[src/rtl/odd_issue_ctrl_if.sv]
// rtl/odd_issue_ctrl_if.sv - decoded-instruction intake and odd-pipe issue bundle
// master drives instructions and branch resolution; slave is the issue controller.

interface odd_issue_ctrl_if;
  logic        in_valid;
  logic        in_ready;
  logic [1:0]  in_unit;
  logic [10:0] in_op_code;
  logic [2:0]  in_instr_format;
  logic [6:0]  in_dest;
  logic        in_reg_write;
  logic [6:0]  in_src_a;
  logic [6:0]  in_src_b;
  logic [6:0]  in_src_c;
  logic        in_use_a;
  logic        in_use_b;
  logic        in_use_c;
  logic [7:0]  in_pc;
  logic        branch_taken;
  logic        issue_valid;
  logic [1:0]  issue_unit;
  logic [10:0] issue_op_code;
  logic [2:0]  issue_instr_format;
  logic [6:0]  issue_dest;
  logic        issue_reg_write;
  logic [7:0]  issue_pc;
  logic [15:0] stall_count;

  modport master (
    output in_valid, in_unit, in_op_code, in_instr_format, in_dest, in_reg_write,
           in_src_a, in_src_b, in_src_c, in_use_a, in_use_b, in_use_c, in_pc,
           branch_taken,
    input  in_ready, issue_valid, issue_unit, issue_op_code, issue_instr_format,
           issue_dest, issue_reg_write, issue_pc, stall_count
  );

  modport slave (
    input  in_valid, in_unit, in_op_code, in_instr_format, in_dest, in_reg_write,
           in_src_a, in_src_b, in_src_c, in_use_a, in_use_b, in_use_c, in_pc,
           branch_taken,
    output in_ready, issue_valid, issue_unit, issue_op_code, issue_instr_format,
           issue_dest, issue_reg_write, issue_pc, stall_count
  );
endinterface

[src/rtl/odd_issue_ctrl.sv]
// rtl/odd_issue_ctrl.sv - odd-pipe issue scheduler with hazard scoreboard and branch shadow
// Optional ODD_ISSUE_FWD_EN: slot-0 RAW matches are forwarded instead of stalling.

module odd_issue_ctrl #(
  parameter int FIFO_DEPTH = 4,
  parameter int LAT_PERM   = 4,
  parameter int LAT_LS     = 6,
  parameter int LAT_BR     = 1,
  parameter int SB_DEPTH   = 7
) (
  input  logic              clock,
  input  logic              reset,
  odd_issue_ctrl_if.slave   bus
);

  localparam int PW = $clog2(FIFO_DEPTH);
  localparam int SW = $clog2(SB_DEPTH);
`ifdef ODD_ISSUE_FWD_EN
  localparam int RAW_LO = 1;
`else
  localparam int RAW_LO = 0;
`endif

  typedef struct packed {
    logic [1:0]  unit;
    logic [10:0] op_code;
    logic [2:0]  instr_format;
    logic [6:0]  dest;
    logic        reg_write;
    logic [6:0]  src_a;
    logic [6:0]  src_b;
    logic [6:0]  src_c;
    logic        use_a;
    logic        use_b;
    logic        use_c;
    logic [7:0]  pc;
  } entry_t;

  entry_t        mem [FIFO_DEPTH];
  entry_t        head;
  entry_t        in_entry;
  logic [PW-1:0] wr_ptr;
  logic [PW-1:0] rd_ptr;
  logic [PW:0]   count;
  logic          full;
  logic          push;
  logic          shadow;
  logic          sb_valid [SB_DEPTH];
  logic [6:0]    sb_addr  [SB_DEPTH];
  logic [SW-1:0] head_lat;
  logic          raw;
  logic          waw;
  logic          coll;
  logic          can_decide;
  logic          do_issue;
  logic          do_stall;
  logic          sb_ins;

  // Ready is a function of registered occupancy only; a taken branch refuses the push.
  assign full         = (count == (PW+1)'(FIFO_DEPTH));
  assign bus.in_ready = reset && !full && !bus.branch_taken;
  assign push         = bus.in_valid && bus.in_ready;
  assign head         = mem[rd_ptr];

  always_comb begin
    in_entry = '{unit: bus.in_unit, op_code: bus.in_op_code,
                 instr_format: bus.in_instr_format, dest: bus.in_dest,
                 reg_write: bus.in_reg_write, src_a: bus.in_src_a,
                 src_b: bus.in_src_b, src_c: bus.in_src_c, use_a: bus.in_use_a,
                 use_b: bus.in_use_b, use_c: bus.in_use_c, pc: bus.in_pc};
  end

  always_comb begin
    head_lat = SW'(LAT_BR);
    case (head.unit)
      2'd0:    head_lat = SW'(LAT_PERM);
      2'd1:    head_lat = SW'(LAT_LS);
      default: head_lat = SW'(LAT_BR);
    endcase
    raw = 1'b0;
    waw = 1'b0;
    for (int i = RAW_LO; i < SB_DEPTH; i++) begin
      if (sb_valid[i] && ((head.use_a && head.src_a == sb_addr[i]) ||
                          (head.use_b && head.src_b == sb_addr[i]) ||
                          (head.use_c && head.src_c == sb_addr[i])))
        raw = 1'b1;
    end
    for (int i = 0; i < SB_DEPTH; i++) begin
      if (sb_valid[i] && head.reg_write && head.dest == sb_addr[i])
        waw = 1'b1;
    end
    // The slot about to shift into LAT-1 would share the write-back cycle.
    coll       = head.reg_write && (head.unit != 2'd3) && sb_valid[head_lat];
    can_decide = (count != '0) && !shadow && !bus.branch_taken;
    do_issue   = can_decide && !(raw || waw || coll);
    do_stall   = can_decide && (raw || waw || coll);
    sb_ins     = do_issue && head.reg_write && (head.unit != 2'd3);
  end

  always_ff @(posedge clock) begin
    if (push)
      mem[wr_ptr] <= in_entry;
  end

  always_ff @(posedge clock) begin
    if (!reset) begin
      wr_ptr                 <= '0;
      rd_ptr                 <= '0;
      count                  <= '0;
      shadow                 <= 1'b0;
      for (int i = 0; i < SB_DEPTH; i++) begin
        sb_valid[i] <= 1'b0;
        sb_addr[i]  <= '0;
      end
      bus.issue_valid        <= 1'b0;
      bus.issue_unit         <= '0;
      bus.issue_op_code      <= '0;
      bus.issue_instr_format <= '0;
      bus.issue_dest         <= '0;
      bus.issue_reg_write    <= 1'b0;
      bus.issue_pc           <= '0;
      bus.stall_count        <= '0;
    end else begin
      if (bus.branch_taken) begin
        wr_ptr <= '0;
        rd_ptr <= '0;
        count  <= '0;
      end else begin
        if (push)
          wr_ptr <= wr_ptr + 1'b1;
        if (do_issue)
          rd_ptr <= rd_ptr + 1'b1;
        case ({push, do_issue})
          2'b10:   count <= count + 1'b1;
          2'b01:   count <= count - 1'b1;
          default: count <= count;
        endcase
      end
      shadow <= do_issue && (head.unit == 2'd2);

      for (int i = 0; i < SB_DEPTH - 1; i++) begin
        sb_valid[i] <= sb_valid[i+1];
        sb_addr[i]  <= sb_addr[i+1];
      end
      sb_valid[SB_DEPTH-1] <= 1'b0;
      sb_addr[SB_DEPTH-1]  <= '0;
      if (sb_ins) begin
        sb_valid[head_lat - SW'(1)] <= 1'b1;
        sb_addr[head_lat - SW'(1)]  <= head.dest;
      end

      bus.issue_valid <= do_issue;
      if (do_issue) begin
        bus.issue_unit         <= head.unit;
        bus.issue_op_code      <= head.op_code;
        bus.issue_instr_format <= head.instr_format;
        bus.issue_dest         <= head.dest;
        bus.issue_reg_write    <= head.reg_write;
        bus.issue_pc           <= head.pc;
      end
      if (do_stall && bus.stall_count != 16'hFFFF)
        bus.stall_count <= bus.stall_count + 1'b1;
    end
  end

endmodule

[src/flat_wrapper.sv]
// flat-port wrapper written by rule: the top's interface ports become plain ports
module odd_issue_ctrl_flat 
#(
  parameter int FIFO_DEPTH = 4,
  parameter int LAT_PERM   = 4,
  parameter int LAT_LS     = 6,
  parameter int LAT_BR     = 1,
  parameter int SB_DEPTH   = 7
)
  (clock, reset, bus_in_valid, bus_in_unit, bus_in_op_code, bus_in_instr_format, bus_in_dest, bus_in_reg_write, bus_in_src_a, bus_in_src_b, bus_in_src_c, bus_in_use_a, bus_in_use_b, bus_in_use_c, bus_in_pc, bus_branch_taken, bus_in_ready, bus_issue_valid, bus_issue_unit, bus_issue_op_code, bus_issue_instr_format, bus_issue_dest, bus_issue_reg_write, bus_issue_pc, bus_stall_count);
  odd_issue_ctrl_if bus_i ();
  input  logic clock;
  input  logic reset;
  input wire logic [$bits(bus_i.in_valid)-1:0] bus_in_valid;
  input wire logic [$bits(bus_i.in_unit)-1:0] bus_in_unit;
  input wire logic [$bits(bus_i.in_op_code)-1:0] bus_in_op_code;
  input wire logic [$bits(bus_i.in_instr_format)-1:0] bus_in_instr_format;
  input wire logic [$bits(bus_i.in_dest)-1:0] bus_in_dest;
  input wire logic [$bits(bus_i.in_reg_write)-1:0] bus_in_reg_write;
  input wire logic [$bits(bus_i.in_src_a)-1:0] bus_in_src_a;
  input wire logic [$bits(bus_i.in_src_b)-1:0] bus_in_src_b;
  input wire logic [$bits(bus_i.in_src_c)-1:0] bus_in_src_c;
  input wire logic [$bits(bus_i.in_use_a)-1:0] bus_in_use_a;
  input wire logic [$bits(bus_i.in_use_b)-1:0] bus_in_use_b;
  input wire logic [$bits(bus_i.in_use_c)-1:0] bus_in_use_c;
  input wire logic [$bits(bus_i.in_pc)-1:0] bus_in_pc;
  input wire logic [$bits(bus_i.branch_taken)-1:0] bus_branch_taken;
  output wire logic [$bits(bus_i.in_ready)-1:0] bus_in_ready;
  output wire logic [$bits(bus_i.issue_valid)-1:0] bus_issue_valid;
  output wire logic [$bits(bus_i.issue_unit)-1:0] bus_issue_unit;
  output wire logic [$bits(bus_i.issue_op_code)-1:0] bus_issue_op_code;
  output wire logic [$bits(bus_i.issue_instr_format)-1:0] bus_issue_instr_format;
  output wire logic [$bits(bus_i.issue_dest)-1:0] bus_issue_dest;
  output wire logic [$bits(bus_i.issue_reg_write)-1:0] bus_issue_reg_write;
  output wire logic [$bits(bus_i.issue_pc)-1:0] bus_issue_pc;
  output wire logic [$bits(bus_i.stall_count)-1:0] bus_stall_count;
  assign bus_i.in_valid = bus_in_valid;
  assign bus_i.in_unit = bus_in_unit;
  assign bus_i.in_op_code = bus_in_op_code;
  assign bus_i.in_instr_format = bus_in_instr_format;
  assign bus_i.in_dest = bus_in_dest;
  assign bus_i.in_reg_write = bus_in_reg_write;
  assign bus_i.in_src_a = bus_in_src_a;
  assign bus_i.in_src_b = bus_in_src_b;
  assign bus_i.in_src_c = bus_in_src_c;
  assign bus_i.in_use_a = bus_in_use_a;
  assign bus_i.in_use_b = bus_in_use_b;
  assign bus_i.in_use_c = bus_in_use_c;
  assign bus_i.in_pc = bus_in_pc;
  assign bus_i.branch_taken = bus_branch_taken;
  assign bus_in_ready = bus_i.in_ready;
  assign bus_issue_valid = bus_i.issue_valid;
  assign bus_issue_unit = bus_i.issue_unit;
  assign bus_issue_op_code = bus_i.issue_op_code;
  assign bus_issue_instr_format = bus_i.issue_instr_format;
  assign bus_issue_dest = bus_i.issue_dest;
  assign bus_issue_reg_write = bus_i.issue_reg_write;
  assign bus_issue_pc = bus_i.issue_pc;
  assign bus_stall_count = bus_i.stall_count;
  odd_issue_ctrl #(.FIFO_DEPTH(FIFO_DEPTH), .LAT_PERM(LAT_PERM), .LAT_LS(LAT_LS), .LAT_BR(LAT_BR), .SB_DEPTH(SB_DEPTH)) u_core (.clock(clock), .reset(reset), .bus(bus_i));
endmodule
[config.mk]
export PLATFORM = sky130hd
export DESIGN_NAME = odd_issue_ctrl_flat
export DESIGN_NICKNAME = d
export VERILOG_FILES = /design/src/rtl/odd_issue_ctrl_if.sv /design/src/rtl/odd_issue_ctrl.sv /design/src/flat_wrapper.sv
export SDC_FILE = /design/constraint.sdc
export NUM_CORES = 1
export LEC_CHECK = 0
export BUFFER_PORTS_ARGS = -buffer_cell sky130_fd_sc_hd__buf_2
export CAP_MARGIN = 20
export CORE_MARGIN = 2
export CORE_UTILIZATION = 60
export CTS_CLUSTER_SIZE = 25
export DETAILED_ROUTE_END_ITERATION = 7
export PLACE_DENSITY_LB_ADDON = 0.05
export SYNTH_ARGS = -nofsm -noshare
export SYNTH_HDL_FRONTEND = slang
export SYNTH_SLANG_ARGS = --single-unit
export TNS_END_PERCENT = 30
[constraint.sdc]
create_clock -name clock -period 5.8 [get_ports clock]
set_clock_uncertainty 0.2 [all_clocks]
set_input_delay 0.87 -clock clock [delete_from_list [all_inputs] [get_ports clock]]
set_output_delay 0.87 -clock clock [all_outputs]
set_load 0.005 [all_outputs]
## After elaboration in Yosys (flattened, before gate mapping)

Memories as Yosys holds them, arrays and structs flattened. A register that Yosys moved wholly into a read port is not among the register bits.
Index checks and enable logic that the tools add are counted.

| word-level totals | value |
|---|---|
| flip-flop bits (word level) | 57 |
| RAM bits | 280 |
| word-level logic and storage cells | 189 |
| memories kept | 3 |

Memories:

| name | depth | width | read ports | clocked after memory_dff | wr ports | RTL line | text |
|---|---|---|---|---|---|---|---|
| u_core.mem | 4 | 56 | 1 | 1 | 1 | odd_issue_ctrl.sv:39 | `entry_t mem [FIFO_DEPTH];` |
| u_core.sb_addr | 7 | 7 | 7 | 0 | 8 | odd_issue_ctrl.sv:49 | `logic [6:0] sb_addr [SB_DEPTH];` |
| u_core.sb_valid | 7 | 1 | 8 | 0 | 8 | odd_issue_ctrl.sv:48 | `logic sb_valid [SB_DEPTH];` |

| operators by class | value |
|---|---|
| add/sub/neg operators | 6 |
| eq/ne operators | 35 |
| muxes and demuxes | 39 |
| bitwise logic cells | 15 |
| reductions and logical operators | 79 |

Operators by type and width:

| kind | count |
|---|---|
| $eq 7x7->1 | 28 |
| $logic_and 1x1->1 | 55 |
| $mux 7 | 7 |
| $mux 1 | 28 |
| $add 16x1->16 const B | 1 |
| $logic_or 1x1->1 | 16 |
| $ne 16x16->1 const B | 1 |
| $or 1x1->1 | 14 |
| $pmux 3 s2 | 2 |
| $sub 3x1->3 const B | 2 |
| $add 2x1->2 const B | 2 |
| $eq 2x1->1 const B | 2 |
| $eq 2x2->1 const B | 2 |
| $logic_not 1->1 | 4 |
| $mux 2 | 2 |
| $add 3x1->3 const B | 1 |
| $eq 3x3->1 const B | 1 |
| $reduce_bool 3->1 | 1 |
| $logic_not 2->1 | 1 |
| $ne 2x2->1 const B | 1 |
| $reduce_bool 2->1 | 1 |
| $reduce_or 2->1 | 1 |
| $not 1->1 | 1 |

## Depth between registers and ports, before layout

Gate-level depths: netlist of run 1.

| depth | value |
|---|---|
| depth after elaboration | 21 |
| gate-level depth with buffers | 18 |
| gate-level depth less buffers | 15 |

## Least setup slack after synthesis of run 1

No wires, ideal clock.

| path | value |
|---|---|
| path type | reg2reg |
| start point | register (tool-made name) |
| end point | register u_core.count[2] |
| setup time | 0.070 ns |
| data arrival time | 3.930 ns |
| data required time | 5.530 ns |
| path slack | 1.600 ns |
| stages on the path, launching flop included | 18 |
| clock period less this slack | 4.200 ns |
| cells stage by stage | dfxtp_1 -> buf_6 -> mux4_2 -> buf_6 -> xnor2_1 -> nand4_1 -> nor4_1 -> or3_1 -> nor4_2 -> nand4_2 -> or3_4 -> inv_1 -> ha_1 -> inv_1 -> fa_1 -> xor2_1 -> or3_1 -> a21oi_1 |

RTL lines:

| item | RTL line | text |
|---|---|---|
| end signal, assigned | odd_issue_ctrl.sv:134 | `2'b10: count <= count + 1'b1;` |
| end signal, assigned | odd_issue_ctrl.sv:135 | `2'b01: count <= count - 1'b1;` |
| end signal, assigned | odd_issue_ctrl.sv:136 | `default: count <= count;` |
| end, declared | odd_issue_ctrl.sv:44 | `logic [PW:0] count;` |

==> impl_metrics.ini, run 1 <==
[clock_tree]
cts_buffers = 35
hold_buffers = 0
cts_resized = 0
cts_tree = yes
cts.sinks = 339
htreeDepth = 2
cts_root_buf = clkbuf_16
clockBufferDepth = 3
post-cts-setup-buffers = 0
clock_latency_ns = 0.52
path_clk_slew_ns = 0.06

[synth]
ys.flop_type = edfxtp_1
syn_avg_cell_area_sq_um = 13.3
postSynth.asyncResetShare_pct = 0
synth_top_family_by_area = XOR/XNOR gates
synthXorXnorAreaFrac_pct = 12.1
yosysSeqAreaShare_pct = 59.5
syn_area_sq_um = 15200
syn_inst = 1137
synth_simple_gate_area_share_pct = 9.38
ys_ff_latch = 339
synth_top_area_share_pct = 44.3
ys_top_cells_by_area = edfxtp_1 44%, dfxtp_1 15%, xnor2_1 9.0%
synth_top_cell_by_area = edfxtp_1
synth_warnings = 0
ys_types = 56
synth_edf_count = 224
synth_adder_area_share_pct = 0.627
muxShareOfSynthArea_pct = 11.1
synth-compound-area-share_pct = 3.25

[setup_path]
crit_arrival_ns = 5.19
critPathMostFrequentCell = inv_1
critical_path_required_ns = 6.05
crit_fanout = 34
slowest_stage = dfxtp_4
path_depth = 16
r2r_end = u_core.count[2]
worstPathCellList = buf_4 > inv_4 > mux2i_2 > xnor2_1 > nand4_1 > o41ai_1 > nor4_2 > nand4_2 > or3_4 > inv_1 > ha_1 > inv_1 > fa_1 > xor2_1 > or3_1 > a21oi_1
crit_path_start_kind = flop
crit_end = u_core.count[2]
crit_family = simple AND/OR/NAND/NOR gates
ff2ff_setup_slack_ns = 0.86
critPathBufInv = 4
max_stage_delay_ns = 0.81
crit_path_end_kind = flop
r2r_cells = 16
path_class = flop to flop

[sta]
rsz0062_at_grt = false
max_slew_margin_pct = 38.1
fin_crit_ns = 4.94
max_freq_ghz = 0.203
hold_violations = 0
slew_violations = 0
setup_viol_count_final = 0
fin_hold_ws_ns = 0.267
post-route-period-util_pct = 85.1
worst_slew_pin_slew_ns = 0.929
finalSetupTns_ns = 0

[global_routing]
grt_usage_pct = 27.1
antenna_found_initial = 0
grt_max_degree = 74
grt_pass1_wl_mm = 53.6
grt_overflow = 0
grt_pass1_vias = 9026

[die]
die_height_um = 163
io_pins = 110
coreArea_sq_um = 25000
die_area_sq_um = 26600
initial_core_util_pct = 60.6
die_x_um = 163
rows = 58

[power_and_ir_drop]
p_leak_nw = 5.85
powerDensity_nw_per_um2 = 300
ir_drop_uv = 311

[finish]
antenna_cells = 0
layout_common_cells = 224 x edfxtp_1, 156 x xnor2_1, 113 x dfxtp_1, 108 x buf_2, 72 x nand2_1
fill_cells = 1840
drive_gt1_share_pct = 20.4
fin_nets = 1269
area_delta_synth_final_pct = 11.5
post-route-util_pct = 67.6
layout_commonest_cell = edfxtp_1
stdcell_area_sq_um = 16900

[drt]
wire_per_inst_um = 22.6
firstDrtPassIters = 5
vias = 9134
drt_iter0_markers = 799
routed_wl_mm = 35.1
ant_nets = 0
vias_per_cell = 5.86
drc = 0

[placement]
io_buffers = 109
dp_hpwl_mm = 23.5
placed_area_sq_um = 15800
gp_congestion = 0.982

[worst_hold_path]
hp-class = flop to flop
min-delay-start = u_core.bus.issue_pc[5]

[run_status]
status = complete, no violations

[run]
drv_cap = 0
[routing by layer]
metal	up-vias	part of all wire (%)	global-route usage, %
li1	4212	-	-
met1	4490	42	37.9
met2	351	47	43.1
met3	81	7.1	4.76
met4	0	3.4	9.69
met5	-	0	0
[cell type report]
type / instances / area (sq um) / area share [%]
Clock inverter: 20 / 194 / 1.15
Tap cell: 330 / 413 / 2.44
Multi-Input combinational cell: 684 / 5570 / 32.9
Timing Repair Buffer: 125 / 681 / 4.02
Clock buffer: 43 / 956 / 5.65
Inverter: 17 / 66.3 / 0.392
Sequential cell: 339 / 9040 / 53.4
[flip-flops by register name (all words and copies together) (netlist names), named ones only]
| name | count |
|---|---|
| u_core.bus.issue_pc | 8 |
| u_core.bus.issue_instr_format | 3 |
| u_core.bus.issue_dest | 7 |
| u_core.mem | 224 |
| u_core.bus.issue_valid | 1 |
| u_core.sb_valid | 7 |
| u_core.wr_ptr | 2 |
| u_core.sb_addr | 49 |
| u_core.bus.issue_op_code | 11 |
| u_core.rd_ptr | 2 |
| u_core.bus.stall_count | 16 |
| u_core.shadow | 1 |
| u_core.bus.issue_unit | 2 |
| u_core.count | 3 |
| u_core.bus.issue_reg_write | 1 |
[through the flow]
stage               setup slack, ns  cells  total power [mW]
floorplan                      1.60   1144              2.84
global placement              0.898   1495              2.92
detailed placement            0.838   1495              2.92
CTS                           0.840   1558              5.10
global route                  0.552   1558              5.21
finish                        0.863   1558              5.07
[cell usage after synthesis (3+ instances only)]
master and number:
or3_1 4, buf_1 20, nand4_1 37, o21ai_0 45
buf_4 13, and3_1 7, buf_2 8, or4_1 6
nand2_1 72, nor3_1 11, nor2_1 26, mux4_2 46
nand3_1 48, and2_1 27, a31oi_1 5, o311ai_0 3
xnor2_1 156, buf_6 10, mux2i_1 48, dfxtp_1 115
nor4_1 13, mux2i_2 4, a21oi_1 15, xor2_1 54
clkbuf_1 51, edfxtp_1 224, o41ai_1 5, mux2i_4 4
ha_1 6, nand2b_1 9, inv_1 16
[worst reg2reg max path, stage by stage (launching register included)]
cell and delay (ns):
dfxtp_4 0.81, buf_4 0.35, inv_4 0.12, mux2i_2 0.58, xnor2_1 0.13, nand4_1 0.11
o41ai_1 0.10, nor4_2 0.31, nand4_2 0.28, or3_4 0.45, inv_1 0.15, ha_1 0.20
inv_1 0.06, fa_1 0.43, xor2_1 0.16, or3_1 0.30, a21oi_1 0.14
[cell families after synthesis]
kind of cell    count (synthesis)
compound gates                 84
fa+ha+maj                       7
xor+xnor                      210
buf+inv                       121
mux                           104
flops                         339
other cells                     1
simple gates                  271
[where the power goes]
group / switching [mW] / leakage, nW / internal, mW
combinational: 0.130 / 2.32 / 0.0971
clock: 0.919 / 0.578 / 1.28
sequential: 0.0429 / 2.96 / 2.60
[worst min path at each step]
| stage | end | slack [ns] | cells after the start |
|---|---|---|---|
| 5_1_grt | u_core.bus.issue_op_code[6] | 0.29 | 2 |
| 3_5_place_dp | u_core.bus.issue_pc[5] | 0.26 | 2 |
| 2_1_floorplan | u_core.sb_valid[5] | 0.25 | 2 |
| 4_1_cts | u_core.bus.issue_pc[5] | 0.27 | 2 |
| 3_3_place_gp | u_core.bus.issue_pc[5] | 0.25 | 2 |
| 6_report | u_core.bus.issue_pc[5] | 0.27 | 2 |
Note: power is estimated with default switching activity, not from simulation.
==> inputs of run 2 (changes only) <==
PLACE_DENSITY_LB_ADDON = 0.1   (was 0.05)
==> impl_metrics.ini, run 2 (same netlist as run 1, synthesis figures left out) <==
[setup_path]
crit_path_start_kind = flop
crit_path_end_kind = flop
path_class = flop to flop
crit_fanout = 32
critical_path_required_ns = 6.04
crit_arrival_ns = 5.19

[global_routing]
grt_overflow = 0
grt_max_degree = 73
antenna_found_initial = 2
grt_pass1_wl_mm = 54.3
grt_pass1_vias = 9043
grt_usage_pct = 27.8

[drt]
drt_iter0_markers = 878
wire_per_inst_um = 23.1
ant_nets = 0
firstDrtPassIters = 8
routed_wl_mm = 35.8
vias = 9238
vias_per_cell = 5.96
drc = 0

[sta]
rsz0062_at_grt = false
max_freq_ghz = 0.202
fin_crit_ns = 4.96
slew_violations = 0
setup_viol_count_final = 0
finalSetupTns_ns = 0
worst_slew_pin_slew_ns = 0.923
hold_violations = 0
post-route-period-util_pct = 85.5
max_slew_margin_pct = 38.5
fin_hold_ws_ns = 0.264

[worst_hold_path]
min-delay-start = u_core.bus.issue_op_code[8]
hp-class = flop to flop

[power_and_ir_drop]
power.internal_mw = 3.89
switching_power_mw = 1.05
power_mw = 4.94
ir_drop_uv = 311
p_comb_share_pct = 4.5
p_leak_nw = 5.75
clock_power_share_pct = 41.8
p_sw_share_pct = 21.3
seqPwrFrac_pct = 53.7
powerDensity_nw_per_um2 = 294

[placement]
gp_congestion = 1.02
placed_cells = 1489
io_buffers = 109
dp_hpwl_mm = 23.5

[finish]
largest_registers = u_core.mem x224, u_core.sb_addr x49, u_core.bus.stall_count x16
multiInputGateArea_sq_um = 5570
fin_nets = 1263
final_cells = 1550
layout_commonest_cell = edfxtp_1
layout_common_cells = 224 x edfxtp_1, 156 x xnor2_1, 113 x dfxtp_1, 108 x buf_2, 72 x nand2_1
area_delta_synth_final_pct = 10.5
antenna_cells = 0
drive_gt1_share_pct = 19.0
fill_cells = 1845
largest_register_ffs = 224
ff_latch_area_sq_um = 9040
regMostFlops = u_core.mem

[clock_tree]
clockBufferDepth = 3
cts.sinks = 339
hold_buffers = 0
cts_resized = 0
cts_root_buf = clkbuf_16
post-cts-setup-buffers = 0
path_clk_slew_ns = 0.06
cts_buffers = 35
clock_latency_ns = 0.51
htreeDepth = 2
cts_tree = yes

[die]
die_x_um = 163
rows = 58
die_area_sq_um = 26600
coreArea_sq_um = 25000
initial_core_util_pct = 60.6
io_pins = 110
die_height_um = 163

[run_status]
status = complete, no violations

[run]
drv_cap = 0
## run 2: cell count changes in the layout (fill, tap and decap cells not counted), sizes merged
cell	before	now
clkinvlp	0	1
buf	125	119
clkinv	16	8
clkbuf	43	49
bufinv	2	1
## run 2: worst paths after layout
path,endpoint,slack [ns],cells past startpoint
hold / removal,u_core.bus.issue_op_code[8],0.26,2
hold reg to reg,u_core.bus.issue_op_code[8],0.26,2
setup reg to reg,u_core.count[2],0.84,15
setup / recovery,u_core.count[2],0.84,15
## run 2: final cells by class
cell class,count,share of cell area (%)
multi-input cells,684,33.2
well taps,330,2.46
repair buffers,119,3.79
inverters,17,0.396
clock buffers,49,5.66
flip-flops and latches,339,53.9
clock inverters,12,0.560
## run 2: critical path, cell delays in order (launching register included)
cell and delay (ns):
dfxtp_4 0.78, mux4_2 0.73, xnor2_1 0.17, nand4_1 0.12, nor4_1 0.06, or3_1 0.44
nor4_2 0.19, nand4_2 0.26, or3_4 0.43, inv_1 0.16, ha_1 0.21, inv_1 0.07
fa_1 0.42, xor2_1 0.16, or3_1 0.31, a21oi_1 0.14
## run 2: power by group through the flow
stage	Sequential (mW)	Clock, mW	Combinational [mW]
4_1_cts	2.65	2.10	0.223
6_report	2.65	2.06	0.223
2_1_floorplan	2.66	0	0.175
3_3_place_gp	2.70	0	0.218
5_1_grt	2.65	2.19	0.246
3_5_place_dp	2.70	0	0.222
## run 2: per-stage QoR
stage	setup WS, ns	util [%]	instance area, sq um
2_1_floorplan	1.60	-	15200
3_3_place_gp	0.945	62.8	15700
3_5_place_dp	0.838	62.8	15700
4_1_cts	0.826	67.0	16800
5_1_grt	0.509	67.0	16800
6_report	0.842	67.0	16800
## run 2: layer usage
layer / global-route usage, % / part of all wire, % / up-vias
li1: - / - / 4204
met1: 38.3 / 43 / 4591
met2: 43.3 / 45 / 343
met3: 6.44 / 7.4 / 96
met4: 10.6 / 3.9 / 4
met5: 0 / 0.075 / -
==> inputs of run 3 (changes only) <==
clock period = 4.6 ns   (was 5.8 ns; I/O delays follow)
==> impl_metrics.ini, run 3 (same netlist as run 1, synthesis figures left out) <==
[power_and_ir_drop]
ir_drop_uv = 369
powerDensity_nw_per_um2 = 375
p_leak_nw = 6.04
clock_power_share_pct = 43.9
switching_power_mw = 1.37
power.internal_mw = 5.10
seqPwrFrac_pct = 51.5
p_comb_share_pct = 4.7
p_sw_share_pct = 21.2

[worst_hold_path]
hold_depth = 1
holdPathEnd = u_core.mem[2][42]
hp-class = input pin to flop
min-delay-start = bus_in_instr_format[2]

[finish]
regMostFlops = u_core.mem
area_delta_synth_final_pct = 13.8
fin_nets = 1303
layout_common_cells = 224 x edfxtp_1, 156 x xnor2_1, 113 x dfxtp_1, 108 x buf_2, 72 x nand2_1
fill_cells = 1753
drive_gt1_share_pct = 22.1
antenna_cells = 0
layout_commonest_cell = edfxtp_1
largest_register_ffs = 224
post-route-util_pct = 68.9
final_cells = 1593
largest_registers = u_core.mem x224, u_core.sb_addr x49, u_core.bus.stall_count x16

[drt]
wire_per_inst_um = 22.8
vias_per_cell = 5.95
ant_nets = 0
routed_wl_mm = 36.4
drc = 0
vias = 9475
drt_iter0_markers = 746
firstDrtPassIters = 5

[sta]
post-route-period-util_pct = 95.0
fin_hold_ws_ns = 0.175
finalSetupTns_ns = 0
fin_ws_ns = 0.228
rsz0062_at_grt = false
setup_viol_count_final = 0
fin_crit_ns = 4.37
worst_slew_pin_slew_ns = 0.957
slew_violations = 0
hold_violations = 0
max_slew_margin_pct = 36.2
max_freq_ghz = 0.229

[clock_tree]
cts.sinks = 339
path_clk_slew_ns = 0.06
cts_root_buf = clkbuf_16
htreeDepth = 2
clockBufferDepth = 3
cts_buffers = 35
clock_latency_ns = 0.52
cts_tree = yes
hold_buffers = 0

[global_routing]
antenna_found_initial = 2
top_usage_layer = met2
grt_usage_pct = 27.9
grt_util_met1_pct = 38.2
grt_max_degree = 83
grt_util_met3_pct = 5.58
grt_overflow = 0
grtUsageMet2_pct = 45.3
grt_pass1_vias = 9239
grt_pass1_wl_mm = 54.7

[setup_path]
crit_fanout = 6
crit_path_end_kind = flop
r2r_end = u_core.count[2]
crit_path_start_kind = flop
crit_arrival_ns = 4.61
slowest_stage = mux4_2
r2r_cells = 18
path_class = flop to flop
worstPathCellList = buf_12 > buf_4 > mux4_2 > buf_4 > xnor2_1 > nand4_1 > or4_1 > o21ai_0 > o21ai_0 > nand4_2 > or3_4 > inv_1 > ha_1 > inv_1 > fa_1 > xor2_1 > or3_1 > a21oi_1
max_stage_delay_ns = 0.55
ff2ff_setup_slack_ns = 0.23
critical_path_required_ns = 4.84

[run_status]
status = complete, no violations

[placement]
dp_slack_ns = 0.125
dp_hpwl_mm = 23.8
io_buffers = 109
placed_cells = 1518
gp_congestion = 1.05

[die]
die_height_um = 163
initial_core_util_pct = 60.6
die_area_sq_um = 26600
io_pins = 110
die_x_um = 163
coreArea_sq_um = 25000
rows = 58

[run]
drv_cap = 0
-- run 3: changes by cell type in the layout (fill, tap and decap cells not counted), sizes merged --
cell / previous run / this run
buf: 119 / 159
bufinv: 1 / 4
clkbuf: 49 / 44
clkinv: 8 / 14
inv: 19 / 18
-- run 3: final cells by class --
type / count / area (sq um) / share of cell area [%]
multi-input cells: 684 / 5570 / 32.3
clock inverters: 20 / 235 / 1.36
inverters: 17 / 66.3 / 0.384
well taps: 330 / 413 / 2.39
flip-flops and latches: 339 / 9040 / 52.3
repair buffers: 159 / 1000 / 5.81
clock buffers: 44 / 940 / 5.44
-- run 3: what timing repair did --
action | 4_1_cts | 5_1_grt
resized for setup | 0 | 1
setup buffers | 0 | 11
setup endpoints to repair | 0 | 1
-- run 3: power groups by stage --
stage	Sequential [mW]	Clock, mW	Combinational, mW
final	3.33	2.84	0.301
after global routing	3.33	3.01	0.330
after CTS	3.33	2.89	0.298
after detailed placement	3.40	0	0.296
after global placement	3.40	0	0.291
after floorplan	3.36	0	0.220
-- run 3: how the worst max path moves through the flow --
stage          startpoint              end  slack [ns]  cells past startpoint
2_1_floorplan        flop  u_core.count[2]        0.40                     17
3_3_place_gp         flop  u_core.count[2]        0.17                     17
3_5_place_dp         flop  u_core.count[2]        0.12                     17
4_1_cts              flop  u_core.count[2]        0.09                     17
5_1_grt              flop  u_core.count[2]        0.04                     16
6_report             flop  u_core.count[2]        0.23                     18
-- run 3: routing by layer --
| metal | part of all wire [%] | vias to the layer above |
|---|---|---|
| li1 | - | 4295 |
| met1 | 42 | 4725 |
| met2 | 48 | 364 |
| met3 | 7.4 | 89 |
| met4 | 3.1 | 2 |
| met5 | 0.036 | - |
-- run 3: stage by stage --
stage | power [mW] | cell area [sq um]
6_report | 6.47 | 17300
5_1_grt | 6.67 | 17300
4_1_cts | 6.52 | 17200
3_5_place_dp | 3.69 | 16000
3_3_place_gp | 3.69 | 16000
2_1_floorplan | 3.58 | 15200
-- run 3: worst max-delay path: cells and delay by family (launching register included) --
family / cells / cell delay [ns]
xor gates and xnor gates: 2 / 0.29
DFF: 1 / 0.39
muxes: 1 / 0.55
buffers and inverters: 5 / 0.64
AOI/OAI and AO/OA: 3 / 0.49
and+or+nand+nor: 5 / 1.10
adders and majority gates: 2 / 0.61
